$ cat src/rtl/jb_eth_lpbk_arb.sv
// ============================================================================
// Module   : jb_eth_lpbk_arb
// Brief    : Frame-aware 2:1 AXIS selector feeding the Ethernet core TX port.
//            s0 = O-RAN IF TX, s1 = Ethernet core RX (loopback). Optional frame
//            statistics are built when JB_LPBK_STATS_EN is defined.
// Revision : 1.0 - initial release
// ============================================================================
`default_nettype none

module jb_eth_lpbk_arb #(
    parameter int DATA_W = 64,
    parameter int KEEP_W = 8,
    parameter int USER_W = 31,
    parameter int CNT_W  = 32
) (
    input  logic              clk,
    input  logic              rst_n,
    input  logic              lpbk_req_i,
    input  logic              stat_clr_i,
    // s0: O-RAN IF TX
    input  logic [DATA_W-1:0] oran_if_tx_tdata_i,
    input  logic [KEEP_W-1:0] oran_if_tx_tkeep_i,
    input  logic              oran_if_tx_tvalid_i,
    input  logic              oran_if_tx_tlast_i,
    input  logic [USER_W-1:0] oran_if_tx_tuser_i,
    output logic              oran_if_tx_tready_o,
    // s1: Ethernet core RX
    input  logic [DATA_W-1:0] eth_core_rx_tdata_i,
    input  logic [KEEP_W-1:0] eth_core_rx_tkeep_i,
    input  logic              eth_core_rx_tvalid_i,
    input  logic              eth_core_rx_tlast_i,
    input  logic [USER_W-1:0] eth_core_rx_tuser_i,
    output logic              eth_core_rx_tready_o,
    // m: Ethernet core TX
    output logic [DATA_W-1:0] eth_core_tx_tdata_o,
    output logic [KEEP_W-1:0] eth_core_tx_tkeep_o,
    output logic              eth_core_tx_tvalid_o,
    output logic              eth_core_tx_tlast_o,
    output logic [USER_W-1:0] eth_core_tx_tuser_o,
    input  logic              eth_core_tx_tready_i,
    // status
    output logic              lpbk_active_o,
    output logic              switch_pending_o,
    output logic [CNT_W-1:0]  cnt_oran_frm_o,
    output logic [CNT_W-1:0]  cnt_lpbk_frm_o,
    output logic [CNT_W-1:0]  cnt_rx_drop_frm_o
);

    typedef enum logic [1:0] {
        ST_NORM     = 2'd0,
        ST_NORM_DRN = 2'd1,
        ST_LPBK     = 2'd2,
        ST_LPBK_DRN = 2'd3
    } state_t;

    state_t state_q, state_d;
    logic   s0_inf_q, s1_inf_q;
    logic   sel_lpbk;
    logic   s0_acc, s1_acc;
    logic   boundary;

    assign sel_lpbk = (state_q == ST_LPBK) || (state_q == ST_LPBK_DRN);

    // Combinational datapath; handshakes are forced low while in reset.
    assign eth_core_tx_tdata_o  = sel_lpbk ? eth_core_rx_tdata_i : oran_if_tx_tdata_i;
    assign eth_core_tx_tkeep_o  = sel_lpbk ? eth_core_rx_tkeep_i : oran_if_tx_tkeep_i;
    assign eth_core_tx_tlast_o  = sel_lpbk ? eth_core_rx_tlast_i : oran_if_tx_tlast_i;
    assign eth_core_tx_tuser_o  = sel_lpbk ? eth_core_rx_tuser_i : oran_if_tx_tuser_i;
    assign eth_core_tx_tvalid_o = rst_n & (sel_lpbk ? eth_core_rx_tvalid_i : oran_if_tx_tvalid_i);
    assign oran_if_tx_tready_o  = rst_n & ~sel_lpbk & eth_core_tx_tready_i;
    assign eth_core_rx_tready_o = rst_n & (sel_lpbk ? eth_core_tx_tready_i : 1'b1);

    assign s0_acc   = oran_if_tx_tvalid_i  & oran_if_tx_tready_o;
    assign s1_acc   = eth_core_rx_tvalid_i & eth_core_rx_tready_o;
    assign boundary = ~s0_inf_q & ~s1_inf_q & ~s0_acc & ~s1_acc;

    always_ff @(posedge clk) begin
        if (!rst_n) begin
            state_q  <= ST_NORM;
            s0_inf_q <= 1'b0;
            s1_inf_q <= 1'b0;
        end else begin
            state_q <= state_d;
            if (s0_acc) s0_inf_q <= ~oran_if_tx_tlast_i;
            if (s1_acc) s1_inf_q <= ~eth_core_rx_tlast_i;
        end
    end

    always_comb begin
        state_d = state_q;
        case (state_q)
            ST_NORM:     if (lpbk_req_i) state_d = ST_NORM_DRN;
            ST_NORM_DRN: begin
                if (!lpbk_req_i)   state_d = ST_NORM;
                else if (boundary) state_d = ST_LPBK;
            end
            ST_LPBK:     if (!lpbk_req_i) state_d = ST_LPBK_DRN;
            ST_LPBK_DRN: begin
                if (lpbk_req_i)    state_d = ST_LPBK;
                else if (boundary) state_d = ST_NORM;
            end
            default:     state_d = ST_NORM;
        endcase
    end

    assign lpbk_active_o    = sel_lpbk;
    assign switch_pending_o = (state_q == ST_NORM_DRN) || (state_q == ST_LPBK_DRN);

`ifdef JB_LPBK_STATS_EN
    logic [CNT_W-1:0] cnt_oran_q, cnt_lpbk_q, cnt_drop_q;
    logic             inc_oran, inc_lpbk, inc_drop;

    // s0 is only accepted in the NORM states, so its tlast always counts as forwarded.
    assign inc_oran = s0_acc & oran_if_tx_tlast_i;
    assign inc_lpbk = s1_acc & eth_core_rx_tlast_i &  sel_lpbk;
    assign inc_drop = s1_acc & eth_core_rx_tlast_i & ~sel_lpbk;

    always_ff @(posedge clk) begin
        if (!rst_n || stat_clr_i) begin
            cnt_oran_q <= '0;
            cnt_lpbk_q <= '0;
            cnt_drop_q <= '0;
        end else begin
            if (inc_oran && cnt_oran_q != '1) cnt_oran_q <= cnt_oran_q + 1'b1;
            if (inc_lpbk && cnt_lpbk_q != '1) cnt_lpbk_q <= cnt_lpbk_q + 1'b1;
            if (inc_drop && cnt_drop_q != '1) cnt_drop_q <= cnt_drop_q + 1'b1;
        end
    end

    assign cnt_oran_frm_o    = cnt_oran_q;
    assign cnt_lpbk_frm_o    = cnt_lpbk_q;
    assign cnt_rx_drop_frm_o = cnt_drop_q;
`else
    logic unused_stat_clr;
    assign unused_stat_clr   = stat_clr_i;
    assign cnt_oran_frm_o    = '0;
    assign cnt_lpbk_frm_o    = '0;
    assign cnt_rx_drop_frm_o = '0;
`endif

endmodule

`default_nettype wire

$ cat config.mk
export PLATFORM = sky130hd
export DESIGN_NAME = jb_eth_lpbk_arb
export DESIGN_NICKNAME = d
export VERILOG_FILES = /design/src/rtl/jb_eth_lpbk_arb.sv
export SDC_FILE = /design/constraint.sdc
export NUM_CORES = 1
export LEC_CHECK = 0
export BUFFER_PORTS_ARGS = -buffer_cell sky130_fd_sc_hd__buf_4
export CAP_MARGIN = 20
export CORE_AREA = 2 2 162 164
export DETAILED_ROUTE_END_ITERATION = 10
export DIE_AREA = 0 0 164 166
export PLACE_DENSITY = 0.38
export SLEW_MARGIN = 20
export SYNTH_ARGS = -nofsm -noshare
export SYNTH_HDL_FRONTEND = slang
export SYNTH_SLANG_ARGS = --single-unit
$ cat constraint.sdc
create_clock -name clk -period 3.15 [get_ports clk]
set_clock_uncertainty 0.15 [all_clocks]
set_input_delay 0.7875 -clock clk [delete_from_list [all_inputs] [get_ports clk]]
set_output_delay 0.7875 -clock clk [all_outputs]
set_load 0.01 [all_outputs]
==> metrics.csv <==
metric;value;unit
initial antenna violation count;0;
minimum clock period;2.560;ns
TritonCTS Buffers;3;
Reg clk slew, reported paths;0.03;ns
Reg-to-Reg End;state_q[0];
Antenna Cells;0;
CTS HTree Levels;1;
drt wl/cell;11.42;um
site row count;59;
die width;164;um
post-CTS setup buffers;0;
final hold violations;0;
Netlist cell types;20;
drt total wl;10090;um
pwr/cell area;192.3;nW/um2
Seq cells post-synth;4;
CP Capture Type;output pin;
gr ovfl total;0;
ANT nets after route;0;
post-place instance area;4608;um2
number of global-route vias before repair;2500;
Ys Warns;0;
# hold bufs at CTS;0;
startpoint type of the worst setup path;register;
CP Data Arrival Time;1.62;ns
CP Capture Point;eth_core_tx_tdata_o[31];
TritonCTS clock tree;yes;
P_leak;2.369;nW
PnR Total Power;901.2;uW
peak supply drop;0.1849;mV
Final Slew Violations;0;
Seq/Total Area, Yosys;0.03691;
Area growth, synth to finish;116.0;%
DP Wirelength;9222;um
Post-CTS Resized;0;
post-synthesis cell count;236;
global-route wire length before repair;13750;um
nets;765;
port bufs;322;
Setup WS pre-CTS;0.8045;ns
Total GRT Usage;0.06492;
Hold/Removal Path Class;reg2reg;
worst-skew pair later-pin latency;0.22;ns
# setup viols final;0;
die span in y;166;um
number of max-cap violations;0;
Root Buffer;clkbuf_16;
mapped cell area;2170;um2
R2R depth;4;
design area;4687;um2
post-layout util;0.1830;
Post-route DRC;0;
largest net degree at the start of global routing;51;
Initial Util;0.08470;
Setup WS post-layout;0.5896;ns
Setup CP Type;reg2out;
f_max;390.6;MHz
vias;2617;
post-route setup TNS;0;ns
RSZ-0062 raised after global routing;false;
GP Congestion;0.7037;
hold path cells;2;
drt first-iter violations;44;
Max clock buf depth;2;
R2R setup slack;1.65;ns
largest fanout on the critical path;50;
fin crit share;0.8128;
Layout fillers;2881;
via-per-instance ratio;2.960;
share of layout cells above drive strength 1;0.7887;
Mapped Avg Cell Area;9.193;um2
TritonCTS Sinks;4;
CORE AREA;25620;um2
first-pass iteration count of the detailed router;4;
I/O pin total;420;
status;finished clean;
die footprint;27220;um2
Critical Path RT;2.21;ns
==> cell type report <==
type                       instances  area (um2)  area share
timing repair buffer             324        2457      0.5243
sequential                         4       83.83     0.01789
multi-input combinational        216        1644      0.3508
clock buffer                       4       78.83     0.01682
inverter                           1       3.754   0.0008009
tap                              335       419.2     0.08943
==> per-layer routing <==
| metal | vias up | track usage | part of all wire |
|---|---|---|---|
| met5 | - | 0 | 0 |
| met4 | 0 | 0.006865 | 0.0017 |
| met3 | 2 | 0.01024 | 0.094 |
| met2 | 206 | 0.1341 | 0.56 |
| met1 | 1160 | 0.06919 | 0.34 |
| li1 | 1249 | - | - |
==> cells by family (layout without fill, tap and decap cells) <==
kind of cell / count (synthesis) / in the layout / share of synthesized area
flip-flops: 4 / 4 / 0.03691
multiplexers: 106 / 106 / 0.5490
AO/OA/AOI/OAI: 4 / 4 / 0.01442
XOR/XNOR: 1 / 1 / 0.004038
AND/OR/NAND/NOR: 9 / 9 / 0.02423
buffers and inverters: 111 / 329 / 0.3697
other: 1 / 96 / 0.001728
==> placed cells by master, fill, tap and decap left out, types with 2 or more instances in the layout <==
cell type,n
buf_12,2
nand2_1,2
conb_1,96
clkbuf_16,3
mux2_2,104
mux2i_1,2
dfxtp_1,3
a311oi_1,2
buf_4,322
==> critical path, stage by stage, from the launching register on <==
cell     delay [ns]
dfxtp_4        0.49
buf_12         0.28
mux2_2         0.42
buf_4          0.15
==> stage by stage <==
| stage | instances | hold slack (ns) |
|---|---|---|
| 6_report | 884 | 0.3817 |
| 5_1_grt | 884 | 0.4212 |
| 4_1_cts | 884 | 0.3753 |
| 3_5_place_dp | 880 | 0.3713 |
| 3_3_place_gp | 880 | 0.3637 |
| 2_1_floorplan | 331 | 0.3352 |
==> power by group <==
group          internal, mW  switching [mW]  leakage (nW)
registers            0.0540         0.00534        0.0336
logic                 0.389           0.247          2.30
clock network         0.167          0.0376        0.0382
total                 0.611           0.290          2.37
==> Yosys cell counts <==
library cell,n,area [um2]
mux2_2,104,1171
buf_4,100,750.7
buf_2,8,40.04
dfxtp_1,4,80.08
a311oi_1,2,17.52
clkbuf_1,2,7.510
mux2i_1,2,20.02
nand2_1,2,7.510
a21oi_1,1,5.000
a21oi_2,1,8.760
and2_1,1,6.260
and3_1,1,6.260
and3b_1,1,8.760
conb_1,1,3.750
inv_1,1,3.750
nand2b_1,1,6.260
nand3_1,1,5.000
nand4b_1,1,8.760
nor2_1,1,3.750
xor2_1,1,8.760
==> worst min path at each step <==
stage / to / start / slack, ns
after detailed placement: s1_inf_q / s1_inf_q / 0.37
after floorplan: s1_inf_q / s1_inf_q / 0.34
after global routing: s1_inf_q / s1_inf_q / 0.42
after global placement: s1_inf_q / s1_inf_q / 0.36
after CTS: s1_inf_q / s1_inf_q / 0.38
final: s1_inf_q / s1_inf_q / 0.38
Note: power is estimated with default switching activity, not from simulation.
